<file path="src/rtl/mdu_pkg.sv">
// -----------------------------------------------------------------------------
// mdu_pkg
// Shared types and helpers for the iterative multiply/divide unit.
//   mdu_op_t    : 3-bit operation code driven by the decode stage
//   mdu_state_t : sequencer state (IDLE -> CALC -> FIX -> IDLE)
//   cnt_width() : width of the iteration counter for a given datapath width
// -----------------------------------------------------------------------------
package mdu_pkg;

  typedef enum logic [2:0] {
    OP_MULT  = 3'b000,
    OP_MULTU = 3'b001,
    OP_DIV   = 3'b010,
    OP_DIVU  = 3'b011,
    OP_MTHI  = 3'b100,
    OP_MTLO  = 3'b101,
    OP_NOP0  = 3'b110,
    OP_NOP1  = 3'b111
  } mdu_op_t;

  typedef enum logic [1:0] {
    ST_IDLE = 2'b00,
    ST_CALC = 2'b01,
    ST_FIX  = 2'b10
  } mdu_state_t;

  // Counter must hold the value WIDTH itself, hence the extra bit.
  function automatic int cnt_width(input int width);
    return $clog2(width) + 1;
  endfunction

endpackage

</file>
<file path="src/rtl/muldiv_unit.sv">
// -----------------------------------------------------------------------------
// muldiv_unit
// Iterative MULT/MULTU/DIV/DIVU (one result bit per cycle) plus single-cycle
// MTHI/MTLO, owning the architectural HI/LO registers.
//   clk    : rising-edge clock
//   reset  : asynchronous, active-high; clears all state
//   start  : request, accepted only when busy=0
//   op     : mdu_op_t operation code
//   a, b   : rs / rt operands
//   cancel : synchronous abort of an in-flight operation (pipeline flush)
//   busy   : operation in flight (decoded from state)
//   done   : one-cycle pulse after HI/LO were written by a mul/div
//   hi, lo : HI/LO registers
// -----------------------------------------------------------------------------
module muldiv_unit
  import mdu_pkg::*;
#(
  parameter int WIDTH = 32
) (
  input  logic             clk,
  input  logic             reset,
  input  logic             start,
  input  logic [2:0]       op,
  input  logic [WIDTH-1:0] a,
  input  logic [WIDTH-1:0] b,
  input  logic             cancel,
  output logic             busy,
  output logic             done,
  output logic [WIDTH-1:0] hi,
  output logic [WIDTH-1:0] lo
);

  localparam int CW = cnt_width(WIDTH);

  mdu_state_t         state;
  logic [CW-1:0]      cnt;
  logic [2*WIDTH-1:0] acc;      // mul: {partial, multiplier}; div: {remainder, dividend/quotient}
  logic [WIDTH-1:0]   m;        // multiplicand or divisor magnitude
  logic               is_div;
  logic               sa;
  logic               sb;
  logic               div_zero;

  // Request decode and operand magnitudes.
  logic               op_signed;
  logic               a_neg;
  logic               b_neg;
  logic [WIDTH-1:0]   a_mag;
  logic [WIDTH-1:0]   b_mag;

  assign op_signed = (op == OP_MULT) || (op == OP_DIV);
  assign a_neg     = op_signed && a[WIDTH-1];
  assign b_neg     = op_signed && b[WIDTH-1];
  assign a_mag     = a_neg ? -a : a;
  assign b_mag     = b_neg ? -b : b;

  assign busy = (state != ST_IDLE);

  // One shared WIDTH+1-bit adder/subtractor serves both iteration kinds.
  logic [WIDTH:0]     add_a;
  logic [WIDTH:0]     add_sum;
  logic [2*WIDTH-1:0] acc_next;

  // NOTE: every combinational output gets a default at the top of the block so
  // no path leaves it unassigned and no latch is inferred.
  always_comb begin
    add_a    = {1'b0, acc[2*WIDTH-1:WIDTH]};
    acc_next = acc;
    if (is_div) begin
      add_a = acc[2*WIDTH-1:WIDTH-1];   // partial remainder shifted left by one
    end
    add_sum = add_a + ({1'b0, m} ^ {(WIDTH+1){is_div}}) + {{WIDTH{1'b0}}, is_div};
    if (is_div) begin
      // Restoring step: keep the difference only if it did not go negative.
      if (add_sum[WIDTH]) begin
        acc_next = {acc[2*WIDTH-2:0], 1'b0};
      end else begin
        acc_next = {add_sum[WIDTH-1:0], acc[WIDTH-2:0], 1'b1};
      end
    end else begin
      // Shift-add step: add multiplicand when the current multiplier bit is set.
      if (acc[0]) begin
        acc_next = {add_sum, acc[WIDTH-1:1]};
      end else begin
        acc_next = {1'b0, acc[2*WIDTH-1:1]};
      end
    end
  end

  // Sign correction applied while in FIX.
  logic [2*WIDTH-1:0] prod_fix;
  logic [WIDTH-1:0]   fix_hi;
  logic [WIDTH-1:0]   fix_lo;

  always_comb begin
    prod_fix = (sa ^ sb) ? -acc : acc;
    fix_hi   = prod_fix[2*WIDTH-1:WIDTH];
    fix_lo   = prod_fix[WIDTH-1:0];
    if (is_div) begin
      // Divide by zero yields an all-ones quotient left unnegated; negating the
      // remainder by sa reconstructs the original dividend in HI.
      fix_lo = ((sa ^ sb) && !div_zero) ? -acc[WIDTH-1:0] : acc[WIDTH-1:0];
      fix_hi = sa ? -acc[2*WIDTH-1:WIDTH] : acc[2*WIDTH-1:WIDTH];
    end
  end

  // NOTE: sequential state uses non-blocking assignments so every register
  // samples the pre-edge values regardless of statement order.
  always_ff @(posedge clk or posedge reset) begin
    if (reset) begin
      state    <= ST_IDLE;
      cnt      <= '0;
      acc      <= '0;
      m        <= '0;
      is_div   <= 1'b0;
      sa       <= 1'b0;
      sb       <= 1'b0;
      div_zero <= 1'b0;
      done     <= 1'b0;
      hi       <= '0;
      lo       <= '0;
    end else begin
      done <= 1'b0;
      case (state)
        ST_IDLE: begin
          if (start && !cancel) begin
            if (!op[2]) begin
              is_div   <= op[1];
              div_zero <= op[1] && (b == '0);
              sa       <= a_neg;
              sb       <= b_neg;
              acc      <= {{WIDTH{1'b0}}, (op[1] ? a_mag : b_mag)};
              m        <= op[1] ? b_mag : a_mag;
              cnt      <= CW'(WIDTH);
              state    <= ST_CALC;
            end else if (op == OP_MTHI) begin
              hi <= a;
            end else if (op == OP_MTLO) begin
              lo <= a;
            end
          end
        end
        ST_CALC: begin
          if (cancel) begin
            state <= ST_IDLE;
          end else begin
            acc <= acc_next;
            cnt <= cnt - CW'(1);
            if (cnt == CW'(1)) begin
              state <= ST_FIX;
            end
          end
        end
        ST_FIX: begin
          state <= ST_IDLE;
          if (!cancel) begin
            hi   <= fix_hi;
            lo   <= fix_lo;
            done <= 1'b1;
          end
        end
        default: state <= ST_IDLE;
      endcase
    end
  end

endmodule

</file>
<file path="config.mk">
export PLATFORM = sky130hd
export DESIGN_NAME = muldiv_unit
export DESIGN_NICKNAME = d
export VERILOG_FILES = /design/src/rtl/mdu_pkg.sv /design/src/rtl/muldiv_unit.sv
export SDC_FILE = /design/constraint.sdc
export NUM_CORES = 1
export LEC_CHECK = 0
export CORE_MARGIN = 4
export CORE_UTILIZATION = 45
export CTS_CLUSTER_SIZE = 12
export DETAILED_ROUTE_END_ITERATION = 6
export GPL_TIMING_DRIVEN = 0
export PLACE_DENSITY = 0.68
export REMOVE_ABC_BUFFERS = 1
export SLEW_MARGIN = 0
export SYNTH_ARGS = -nofsm -noshare
export SYNTH_HDL_FRONTEND = slang
export SYNTH_SLANG_ARGS = --single-unit
</file>
<file path="constraint.sdc">
create_clock -name clk -period 5.6 [get_ports clk]
set_input_delay 0.56 -clock clk [delete_from_list [all_inputs] [get_ports clk]]
set_output_delay 0.56 -clock clk [all_outputs]
set_load 0.05 [all_outputs]
</file>
==> metrics <==
worst hold-check slack 0.479 ns; Sink Count 173; r2r startpoint is_div$_DFFE_PP0P_; Crit path top cell by count mux2_2; min cycle time layout 4.81 ns; placed wire-length estimate 33,800 um; drt total wl 45,700 um; DIE WIDTH 186 um; HP Start lo[6]$_DFFE_PP0P_; largest net degree at the start of global routing 95; crit path capture type register; Hold Crit Class reg2reg; final layout net count 1,926; remaining antenna violation count after routing 0; Crit path arrival time 5.09 ns; Rel. slew slack 7.10%; Post-route DRC 0; TritonCTS buffer count 17; length of the first detailed-routing pass in iterations 6; vias in the first global route 12,900; # fillers 2,845; CTS clk-pin slew, worst paths 0.07 ns; Post-Syn Instances 1,783; Crit. Startpoint is_div$_DFFE_PP0P_; WL/cell 20.5 um; Ports 137; Power Dens Cells 700 nW/um^2; Post-CTS Resized 0; TritonCTS clock tree yes; placed insts 2,193; worst path required time 5.88 ns; Multi-input gate area 9340 um^2; Post-Syn Area 14,200 um^2; Die Ht 186 um; outcome complete, no violations; initial core utilization 46.1%; Yosys cell types 76; Post-Route Skew 0.0103 ns; Std-Cell Rows 64; RSZ-0062 raised after global routing false; max-slew violation count 0; dominant cells by area after synthesis dfrtp_1 (30%), nand2_1 (5.8%), xnor2_1 (5.7%), mux2i_1 (5.6%), xor2_1 (5.5%); CP Cell Sequence buf_16 -> mux2_2 -> ha_1 -> and4_1 -> a32oi_1 -> a21boi_0 -> o2111a_1 -> or3_1 -> nand3_2 -> buf_12 -> mux2_2 -> a22oi_1 -> o21ai_0; Final Hold Fails 0; area grow syn2layout 16.4%; Port-buffer cells 136; fin crit share 85.9%; Placer Congestion 0.944; core area 30,900 um^2; 1st-iter DRT viols 1,607; Inserted Diodes 0; gr ovfl total 0; non-filler cells, final 2,226; post-CTS setup buffer count 0; Synth area leader dfrtp_1; Synth Area per Inst 7.99 um^2; Clock Latency Late Sink 0.45 ns; Most used DFF post-synth dfrtp_1; clock root buffer clkbuf_16; Critical Path Slowest Stage Cell dfrtp_4; top cell type's share of synthesized area 30.4%; r2r setup slk 0.79 ns; Die ar. 34,600 um^2; Leak Pwr 7.15 nW; Via density 6.13; GRT Total Usage 26.3%; Worst Path Max Fanout 51; synthesized flop and latch total 173; antenna violations before repair 0; maximum achievable frequency 0.208 GHz; # setup viols final 0; first-pass GRT wire length 72,000 um; Peak supply drop 0.000305 V; R2R Path End acc[52]$_DFFE_PP0P_; Max stage delay on crit path 0.87 ns; Setup CP Type reg2reg; hold_buf cts 0; register area share after synthesis 30.4%; CTS Buffer Depth 2; H-tree depth 4; detailed-route via count 13,600; CP Launch Type register; Worst R2R Path Depth 13; ys async rst share 100%; max cap viols 0; worst setup path endpoint acc[52]$_DFFE_PP0P_; Slew @ Worst Pin 1.37 ns; EDFF count, synth 0; share of layout cells above drive strength 1 6.23%; Ys Warns 0; register area 4330 um^2
worst max-delay path, delay by kind of cell, from the launching register on:
family / cells / cell delay, ns
muxes: 2 / 0.73
and+or+nand+nor: 3 / 0.92
buffers and inverters: 2 / 0.60
AOI/OAI and AO/OA: 5 / 1.10
DFF: 1 / 0.87
adders and majority gates: 1 / 0.39
metrics by stage:
stage | area [um^2] | power, mW | worst slack, ns | TNS, ns | utilization, %
3_5_place_dp | 15900 | 10.1 | 0.874 | 0 | 51.5
6_report | 16600 | 11.6 | 0.790 | 0 | 53.6
5_1_grt | 16600 | 12.4 | 0.585 | 0 | 53.6
4_1_cts | 16600 | 11.5 | 0.848 | 0 | 53.6
2_1_floorplan | 13700 | 8.04 | -1.85 | -53.65 | -
3_3_place_gp | 15600 | 9.98 | -4.39 | -708.04 | 50.4
routing by layer:
| layer | GRT usage, % | vias to the layer above | share of wire (%) |
|---|---|---|---|
| met5 | 0 | - | 0 |
| met4 | 8.63 | 0 | 2.8 |
| met3 | 3.67 | 83 | 7.3 |
| met2 | 40.6 | 621 | 45 |
| met1 | 38.0 | 6496 | 45 |
| li1 | - | 6442 | - |
cells in the final DEF, fill, tap and decap left out, types with 8 or more instances in the layout:
master / synthesis / routed
nor2_1: 202 / 202
clkdlybuf4s50_1: 0 / 135
nor3_1: 26 / 26
nand4_1: 12 / 12
clkbuf_16: 0 / 17
a21o_1: 24 / 24
o21ai_0: 128 / 128
xnor2_1: 92 / 92
nand2_1: 222 / 221
and3_1: 10 / 10
a211oi_1: 10 / 10
nand3_1: 15 / 14
a21oi_1: 152 / 152
o21a_1: 8 / 8
dfrtp_1: 173 / 171
and2_1: 9 / 9
a221oi_1: 11 / 11
o41ai_1: 8 / 8
o221ai_1: 30 / 30
buf_12: 0 / 8
mux2_2: 33 / 33
o31ai_1: 60 / 60
or3_1: 20 / 20
ha_1: 37 / 37
mux2i_1: 79 / 79
a31oi_1: 15 / 15
o211ai_1: 10 / 10
nor4_1: 10 / 10
nand2b_1: 9 / 8
inv_1: 29 / 28
nor2b_1: 12 / 11
xor2_1: 90 / 90
cell type report:
type	instances	area share [%]
clock buffer	20	2.69
clock inverter	12	1.26
inverter	31	0.747
multi-input combinational	1445	56.3
sequential	173	26.1
tap	396	2.99
timing repair buffer	149	9.87
worst min path at each step:
stage / endpoint / slack (ns) / depth (start not counted)
finish: lo[6]$_DFFE_PP0P_ / 0.48 / 2
detailed placement: hi[15]$_DFFE_PP0P_ / 0.47 / 1
CTS: hi[30]$_DFFE_PP0P_ / 0.48 / 2
global placement: hi[30]$_DFFE_PP0P_ / 0.46 / 2
floorplan: div_zero$_DFFE_PP0P_ / 0.45 / 2
global route: hi[15]$_DFFE_PP0P_ / 0.49 / 1
cell usage after synthesis (24+ instances only):
| library cell | number |
|---|---|
| nand2_1 | 222 |
| a21o_1 | 24 |
| xor2_1 | 90 |
| o221ai_1 | 30 |
| ha_1 | 37 |
| clkbuf_1 | 109 |
| mux2_2 | 33 |
| a21oi_1 | 152 |
| dfrtp_1 | 173 |
| nor2_1 | 202 |
| o21ai_0 | 128 |
| xnor2_1 | 92 |
| mux2i_1 | 79 |
| nor3_1 | 26 |
| o31ai_1 | 60 |
| inv_1 | 29 |
registers in the layout (all words and copies together) (netlist names):
| name | flops |
|---|---|
| acc | 64 |
| hi | 32 |
| lo | 32 |
| m | 32 |
| cnt | 6 |
| state | 2 |
| div_zero | 1 |
| done | 1 |
| is_div | 1 |
| sa | 1 |
| sb | 1 |
logic make-up (layout without fill, tap and decap cells):
family                     Yosys count  after routing  synth area share (%)
and+or+nand+nor                    594            594                  19.2
AOI/OAI and AO/OA                  519            519                  23.3
xor gates and xnor gates           182            182                  11.2
DFF                                173            173                  30.4
buffers and inverters              165            212                  4.44
muxes                              112            112                  8.16
adders and majority gates           38             38                  3.39
power by group:
group | total, mW | switching, mW | internal [mW]
Sequential | 2.50 | 0.714 | 1.78
Combinational | 7.75 | 4.63 | 3.11
Clock | 1.36 | 0.551 | 0.811
No activity file was read; power rests on OpenSTA's default activity.
